--- src/rtl/logo_loader.sv ---
// logo_loader: boot-time copy of the logo image from the logo memory into VRAM.
// One byte per READ/LATCH/REQ pass; each byte is handed to the VRAM arbiter
// over a req/ack handshake. Optional running checksum of accepted writes is
// enabled by defining LOGO_LOADER_CHECKSUM_EN; otherwise checksum is tied 0.
module logo_loader #(
    parameter int unsigned LENGTH     = 16384,
    parameter logic [16:0] VRAM_BASE  = 17'h00000,
    parameter bit          AUTO_START = 1'b1
) (
    input  logic        clock,
    input  logic        reset_n,
    input  logic        start,
    output logic [13:0] logo_addr,
    input  logic [7:0]  logo_q,
    output logic        vram_req,
    input  logic        vram_ack,
    output logic [16:0] vram_addr,
    output logic [7:0]  vram_data,
    output logic        busy,
    output logic        done,
    output logic [15:0] checksum
);

    localparam int unsigned IDX_W    = 15;
    localparam logic [IDX_W-1:0] LAST_IDX = IDX_W'(LENGTH - 1);

    typedef enum logic [2:0] {
        S_IDLE,
        S_READ,
        S_LATCH,
        S_REQ,
        S_DONE
    } state_t;

    state_t           state;
    logic [IDX_W-1:0] index;
    logic             auto_pend;

    // Sequencer: logo_addr is loaded on entry to READ so the memory sees it
    // for the whole READ cycle and logo_q is valid in LATCH.
    always_ff @(posedge clock or negedge reset_n) begin
        if (!reset_n) begin
            state     <= S_IDLE;
            index     <= '0;
            auto_pend <= AUTO_START;
            logo_addr <= '0;
            vram_req  <= 1'b0;
            vram_addr <= VRAM_BASE;
            vram_data <= '0;
            busy      <= 1'b0;
            done      <= 1'b0;
        end else begin
            case (state)
                S_IDLE: begin
                    if (start || auto_pend) begin
                        auto_pend <= 1'b0;
                        index     <= '0;
                        logo_addr <= '0;
                        done      <= 1'b0;
                        busy      <= 1'b1;
                        state     <= S_READ;
                    end
                end
                S_READ: begin
                    state <= S_LATCH;
                end
                S_LATCH: begin
                    vram_data <= logo_q;
                    vram_addr <= VRAM_BASE + 17'(index);
                    vram_req  <= 1'b1;
                    state     <= S_REQ;
                end
                S_REQ: begin
                    if (vram_ack) begin
                        vram_req <= 1'b0;
                        if (index == LAST_IDX) begin
                            busy  <= 1'b0;
                            done  <= 1'b1;
                            state <= S_DONE;
                        end else begin
                            index     <= index + IDX_W'(1);
                            logo_addr <= 14'(index + IDX_W'(1));
                            state     <= S_READ;
                        end
                    end
                end
                S_DONE: begin
                    if (start) begin
                        index     <= '0;
                        logo_addr <= '0;
                        done      <= 1'b0;
                        busy      <= 1'b1;
                        state     <= S_READ;
                    end
                end
                default: begin
                    state <= S_IDLE;
                end
            endcase
        end
    end

`ifdef LOGO_LOADER_CHECKSUM_EN
    logic        copy_start;
    logic [15:0] sum_q;

    assign copy_start = ((state == S_IDLE) && (start || auto_pend)) ||
                        ((state == S_DONE) && start);

    // Running byte sum of accepted writes, cleared whenever a copy starts.
    always_ff @(posedge clock or negedge reset_n) begin
        if (!reset_n) begin
            sum_q <= '0;
        end else if (copy_start) begin
            sum_q <= '0;
        end else if (vram_req && vram_ack) begin
            sum_q <= sum_q + 16'(vram_data);
        end
    end

    assign checksum = sum_q;
`else
    assign checksum = 16'h0000;
`endif

endmodule

--- config.mk ---
export PLATFORM = sky130hd
export DESIGN_NAME = logo_loader
export DESIGN_NICKNAME = d
export VERILOG_FILES = /design/src/rtl/logo_loader.sv
export SDC_FILE = /design/constraint.sdc
export NUM_CORES = 1
export LEC_CHECK = 0
export ABC_CLOCK_PERIOD_IN_PS = 2300
export BUFFER_PORTS_ARGS = -buffer_cell sky130_fd_sc_hd__buf_2
export CORE_UTILIZATION = 30
export CTS_CLUSTER_SIZE = 40
export DETAILED_ROUTE_END_ITERATION = 12
export GPL_ROUTABILITY_DRIVEN = 0
export GPL_TIMING_DRIVEN = 0
export SLEW_MARGIN = 25
export SYNTH_ARGS = -nofsm -noshare
export SYNTH_HDL_FRONTEND = slang
export SYNTH_SLANG_ARGS = --single-unit
export TNS_END_PERCENT = 50
--- constraint.sdc ---
create_clock -name clock -period 2.3 [get_ports clock]
set_input_delay 0.46 -clock clock [delete_from_list [all_inputs] [get_ports clock]]
set_output_delay 0.46 -clock clock [all_outputs]
set_load 0.005 [all_outputs]
==> impl_metrics.json, run 1 <==
{
  "reg2reg_slack_ns": 0.17,
  "fin_skew_ns": 0.00556,
  "grt_overflow": 0,
  "synthFlopType": "dfrtp_1",
  "diodes": 0,
  "cp-startpoint": "logo_addr[1]$_DFFE_PN0P_",
  "rows": 32,
  "hold_class": "primary input to async pin",
  "dp_slack_ns": 0.0852,
  "num_io_pins": 70,
  "hpwl_mm": 3.61,
  "power_switching_uw": 866,
  "ctsHoldBuffers": 0,
  "area.growth.synth_to_final_pct": 23.3,
  "worst_slack_ns": 0.175,
  "worstPathRequired_ns": 2.51,
  "p_seq_share_pct": 42.2,
  "multi_input_area_mm2": 0.00103,
  "setup_tns_ns": 0,
  "nets": 302,
  "ys_seq_area_share_pct": 47.1,
  "num_vias": 1813,
  "h-tree-depth": 2,
  "die_h_um": 91.3,
  "syn_area_mm2": 0.00239,
  "grt_max_degree": 46,
  "die_w_um": 91.3,
  "async_flop_share_pct": 100,
  "numCtsBuffers": 5,
  "drive_gt1_share_pct": 46.7,
  "slew_violations": 0,
  "grt_pass1_wl_mm": 8.22,
  "critPathMaxFanout": 6,
  "critPathMaxStageDelay_ns": 0.44,
  "routed_wl_mm": 5.09,
  "syn_inst": 212,
  "avgSynthCellArea_um2": 11.3,
  "worst_pin_slew_ns": 0.572,
  "relSlewSlack_pct": 61.9,
  "drt_iter0_markers": 123,
  "path_cells": "ha_1, nand4_1, nor2_1, and4b_1, mux2i_1",
  "core_mm2": 0.00773,
  "rsz0062_at_grt": "no",
  "fin_crit_ns": 2.13,
  "seqCellArea_mm2": 0.00113,
  "p_int_uw": 1730,
  "r2r_end": "logo_addr[10]$_DFFE_PN0P_",
  "cts_tree": "done",
  "n_fill_cell": 778,
  "clk_path_buf_depth": 2,
  "clk_pin_slew_worst_paths_ns": 0.08,
  "pwr-share-clk_pct": 18.9,
  "ys_ff_latch": 45,
  "slowest_stage": "dfrtp_1",
  "drt-pass1-iter-count": 4,
  "critPathCaptureType": "flop",
  "p_leak_uw": 0.00151,
  "route.antenna.remaining_nets": 0,
  "yosysWarnings": 0,
  "grt_pass1_vias": 1695,
  "p_comb_share_pct": 38.9,
  "vias_per_cell": 4.64,
  "finalSetupViolCount": 0,
  "clk_latency_ns": 0.29,
  "root_buffer": "clkbuf_8",
  "synth.distinct_cells": 54,
  "clock-sinks": 45,
  "ir_drop_v": 0.000355,
  "grt_use_total_pct": 12.4,
  "wl_per_cell_um": 13.0,
  "route.detailed.drc": 0,
  "post-route-period-util_pct": 92.4,
  "die-area_mm2": 0.00834,
  "powerDensity_mw_per_mm2": 878,
  "max_clock_freq_ghz": 0.471,
  "p_sw_share_pct": 33.4,
  "maxCapViolCount": 0,
  "io_buffers": 51,
  "ff2ff_path_depth": 5,
  "setup.worst_path.end": "logo_addr[10]$_DFFE_PN0P_",
  "start_util_pct": 31.0,
  "crit_arrival_ns": 2.34,
  "criticalPathCategory": "flop to flop",
  "outcome": "completed",
  "crit-reg2reg-launch": "logo_addr[1]$_DFFE_PN0P_",
  "synth_edf_count": 0,
  "antenna_found_initial": 0,
  "finalHoldViolations": 0,
  "startpoint_type": "flop"
}
-- critical path, delay by kind of cell (launching register included) --
family / cells / cell delay [ns]
simple gates: 3 / 1.07
flops: 1 / 0.44
fa+ha+maj: 1 / 0.32
mux: 1 / 0.21
-- state kept, by name, summed over array words and instances (netlist names) --
signal and flops:
vram_req 1, busy 1, vram_data 8, auto_pend 1, vram_addr 15, index 2, logo_addr 13, state 3
done 1
-- cells by family after synthesis --
kind of cell	synth area share [%]
buffers and inverters	12.8
other	0.157
and+or+nand+nor	16.8
AOI/OAI and AO/OA	10.9
muxes	11.7
adders and majority gates	0.523
DFF	47.1
-- how the worst min path moves through the flow --
stage	end	start	slack (ns)
global route	state[1]$_DFFE_PN0P_	reset_n	0.21
detailed placement	auto_pend$_DFFE_PN1P_	auto_pend$_DFFE_PN1P_	0.45
finish	busy$_DFFE_PN0P_	reset_n	0.16
global placement	auto_pend$_DFFE_PN1P_	auto_pend$_DFFE_PN1P_	0.45
CTS	state[2]$_DFFE_PN0P_	start	0.35
floorplan	busy$_DFFE_PN0P_	reset_n	0.16
-- Yosys cell counts, types with 3 or more instances --
master,instances,share of area [%]
a21o_1,3,0.94
mux2_2,24,11
nand2_1,10,1.6
inv_1,5,0.78
buf_4,33,10
nand3_1,8,1.7
o31ai_1,5,1.6
nor3_1,5,1.0
dfrtp_1,44,46
or4_1,3,0.94
nor2b_1,3,0.78
a21oi_1,7,1.5
nand4_1,4,1.0
nor2_1,5,0.78
buf_2,5,1.0
and3_1,3,0.78
-- timing repair --
item                       4_1_cts  5_1_grt
resized for setup                0        1
setup buffers                    0        2
setup endpoints to repair        0       10
-- stage by stage --
stage / instance area, um^2 / std cells / total power (uW) / hold WS (ns) / util (%)
2_1_floorplan: 2460 / 229 / 1790 / 0.164 / -
5_1_grt: 2950 / 391 / 2770 / 0.208 / 38.2
3_3_place_gp: 2840 / 382 / 2110 / 0.447 / 36.8
6_report: 2950 / 391 / 2590 / 0.162 / 38.2
3_5_place_dp: 2840 / 382 / 2130 / 0.453 / 36.8
4_1_cts: 2930 / 389 / 2640 / 0.350 / 37.9
-- layer usage --
layer	GRT usage (%)	vias up	share of wire (%)
met4	3.57	0	0.98
met1	16.6	873	46
met3	2.60	5	4.6
li1	-	878	-
met5	0	-	0
met2	20.4	57	48
-- power groups by stage --
stage,clock network (uW),registers (uW),logic (uW)
after floorplan,0,1110,681
after CTS,515,1100,1020
after global routing,543,1120,1110
after detailed placement,0,1110,1020
after global placement,0,1100,1010
final,491,1090,1010
-- cell type report --
class,count,area share (%)
timing repair buffer,53,9.25
inverter,5,0.636
multi-input combinational,139,34.9
clock buffer,7,2.93
sequential,45,38.2
buffer,40,9.75
tap,102,4.33
-- placed cells by master (no fill, tap or decap), types with 2 or more instances in the layout --
cell / instances
a21o_1: 3
a21oi_1: 7
a31oi_1: 2
and3_1: 3
buf_2: 55
buf_4: 36
clkbuf_1: 2
clkbuf_8: 6
conb_1: 18
dfrtp_1: 44
inv_1: 5
mux2_2: 24
nand2_1: 10
nand3_1: 8
nand4_1: 4
nor2_1: 5
nor2b_1: 3
nor3_1: 5
o21a_1: 2
o22a_1: 2
o22ai_1: 2
o31ai_1: 5
o41ai_1: 2
or3_1: 2
or4_1: 3
Note: power is estimated with default switching activity, not from simulation.
==> run 2: changes to the inputs <==
- PLACE_DENSITY_LB_ADDON: not set -> 0.12
==> run 2 against run 1 <==
  * Combinational power barely moved
  * Cell count did not move
  * Critical path type unchanged
  * Highest routed layer unchanged
  * First-iteration DRC count fell by 27%
  * Critical endpoint unchanged
==> impl_metrics.json, run 2 (synthesis results as in run 1) <==
{
  "dr_wl_met3_um": 329,
  "layout_common_cells": "buf_2 (55), dfrtp_1 (44), buf_4 (35)",
  "powerDensity_mw_per_mm2": 923,
  "reg_top3": "vram_addr (15), logo_addr (13), vram_data (8)",
  "worst_pin_slew_ns": 0.585,
  "highest_layer": "met4",
  "h-tree-depth": 2,
  "placed_cells": 382,
  "setup.worst_path.end": "logo_addr[10]$_DFFE_PN0P_",
  "grt_pass1_vias": 1708,
  "crit_arrival_ns": 2.29,
  "vias_per_cell": 4.61,
  "cts_tree": "done",
  "hold_class": "primary input to async pin",
  "drt_iter0_markers": 90,
  "dp_slack_ns": 0.0219,
  "worst_slack_ns": 0.238,
  "clk_latency_ns": 0.30,
  "clock-sinks": 45,
  "maxCapViolCount": 0,
  "critPathMaxStageDelay_ns": 0.44,
  "slew_violations": 0,
  "ctsHoldBuffers": 0,
  "mostFrequentLayoutCell": "buf_2",
  "diodes": 0,
  "num_vias": 1802,
  "path_cells": "ha_1, nand4_1, nor2_1, and4b_1, mux2i_1",
  "io_buffers": 51,
  "crit-reg2reg-launch": "logo_addr[0]$_DFFE_PN0P_",
  "crit_buf_inv": 0,
  "criticalPathCategory": "flop to flop",
  "p_leak_uw": 0.00152,
  "drt-pass1-iter-count": 4,
  "post-route-period-util_pct": 89.6,
  "clk_path_buf_depth": 2,
  "wl_per_cell_um": 12.9,
  "routed_wl_mm": 5.06,
  "max_clock_freq_ghz": 0.485,
  "largest_reg_flops": 15,
  "ff2ff_path_depth": 5,
  "finalSetupViolCount": 0,
  "slowest_stage": "dfrtp_1",
  "numCtsBuffers": 5,
  "die-area_mm2": 0.00834,
  "core_mm2": 0.00773,
  "hpwl_mm": 3.52,
  "num_io_pins": 70,
  "fin_crit_ns": 2.06,
  "final_cells": 391,
  "r2r_end": "logo_addr[10]$_DFFE_PN0P_",
  "rows": 32,
  "nets": 301,
  "finalHoldViolations": 0,
  "route.detailed.drc": 0,
  "critPathCaptureType": "flop",
  "post-route-util_pct": 38.5,
  "root_buffer": "clkbuf_8",
  "antenna_found_initial": 0,
  "rsz0062_at_grt": "no",
  "cp_top_family": "simple AND/OR/NAND/NOR gates",
  "area.growth.synth_to_final_pct": 24.2,
  "outcome": "completed",
  "cp-startpoint": "logo_addr[0]$_DFFE_PN0P_",
  "fin_skew_ns": 0.00595,
  "die_w_um": 91.3,
  "reg2reg_slack_ns": 0.24,
  "drive_gt1_share_pct": 46.7,
  "grt_use_total_pct": 12.9,
  "wl_met1_mm": 2.43,
  "route.antenna.remaining_nets": 0,
  "largest-register": "vram_addr",
  "relSlewSlack_pct": 61.0,
  "die_h_um": 91.3,
  "start_util_pct": 31.0,
  "wl_met2_mm": 2.23,
  "worstPathRequired_ns": 2.53,
  "worst-path-stages": 5,
  "grt_overflow": 0,
  "grt_pass1_wl_mm": 8.53,
  "ir_drop_v": 0.000513,
  "grt_max_degree": 46,
  "critPathMaxFanout": 6,
  "fin_total_pwr_uw": 2740,
  "clk_pin_slew_worst_paths_ns": 0.08,
  "startpoint_type": "flop"
}
-- run 2: worst min-delay path by stage --
| stage | endpoint | cells past startpoint |
|---|---|---|
| floorplan | busy$_DFFE_PN0P_ | 0 |
| global placement | auto_pend$_DFFE_PN1P_ | 1 |
| detailed placement | auto_pend$_DFFE_PN1P_ | 1 |
| CTS | vram_addr[11]$_DFFE_PN0N_ | 1 |
| global route | vram_addr[13]$_DFFE_PN0N_ | 1 |
| finish | vram_addr[13]$_DFFE_PN0N_ | 1 |
-- run 2: what timing repair did --
action	in CTS	in global routing
endpoints found under the hold margin	0	0
setup endpoints to repair	0	14
gates resized for setup	0	1
buffers inserted	0	1
-- run 2: through the flow --
step | hold WS (ns) | setup TNS, ns | instance area, um^2
after floorplan | 0.164 | 0 | 2460
after global placement | 0.450 | -0.00782 | 2840
after detailed placement | 0.454 | 0 | 2840
after CTS | 0.180 | 0 | 2960
after global routing | 0.202 | 0 | 2970
final | 0.153 | 0 | 2970
-- run 2: power breakdown --
group	total [uW]	switching, uW	internal (uW)
logic	1020	505	515
clock network	628	274	354
registers	1100	123	973
-- run 2: final cells by class --
class	count	area [um^2]
buffer	40	288
clock buffer	7	86.3
clock inverter	1	30.0
fill	806	4750
inverter	5	18.8
multi-input combinational	139	1030
sequential	45	1130
tap	102	128
timing repair buffer	52	265
-- run 2: worst register-to-register path: cells and delay by family (launching register included) --
kind	cells	cell delay (ns)
AND/OR/NAND/NOR	3	1.04
flip-flops	1	0.44
adder cells (fa/ha/maj)	1	0.31
multiplexers	1	0.20
-- run 2: metal layers --
layer | up-vias | global-route usage (%)
li1 | 881 | -
met1 | 841 | 17.4
met2 | 72 | 20.3
met3 | 8 | 3.10
met4 | 0 | 4.37
met5 | - | 0
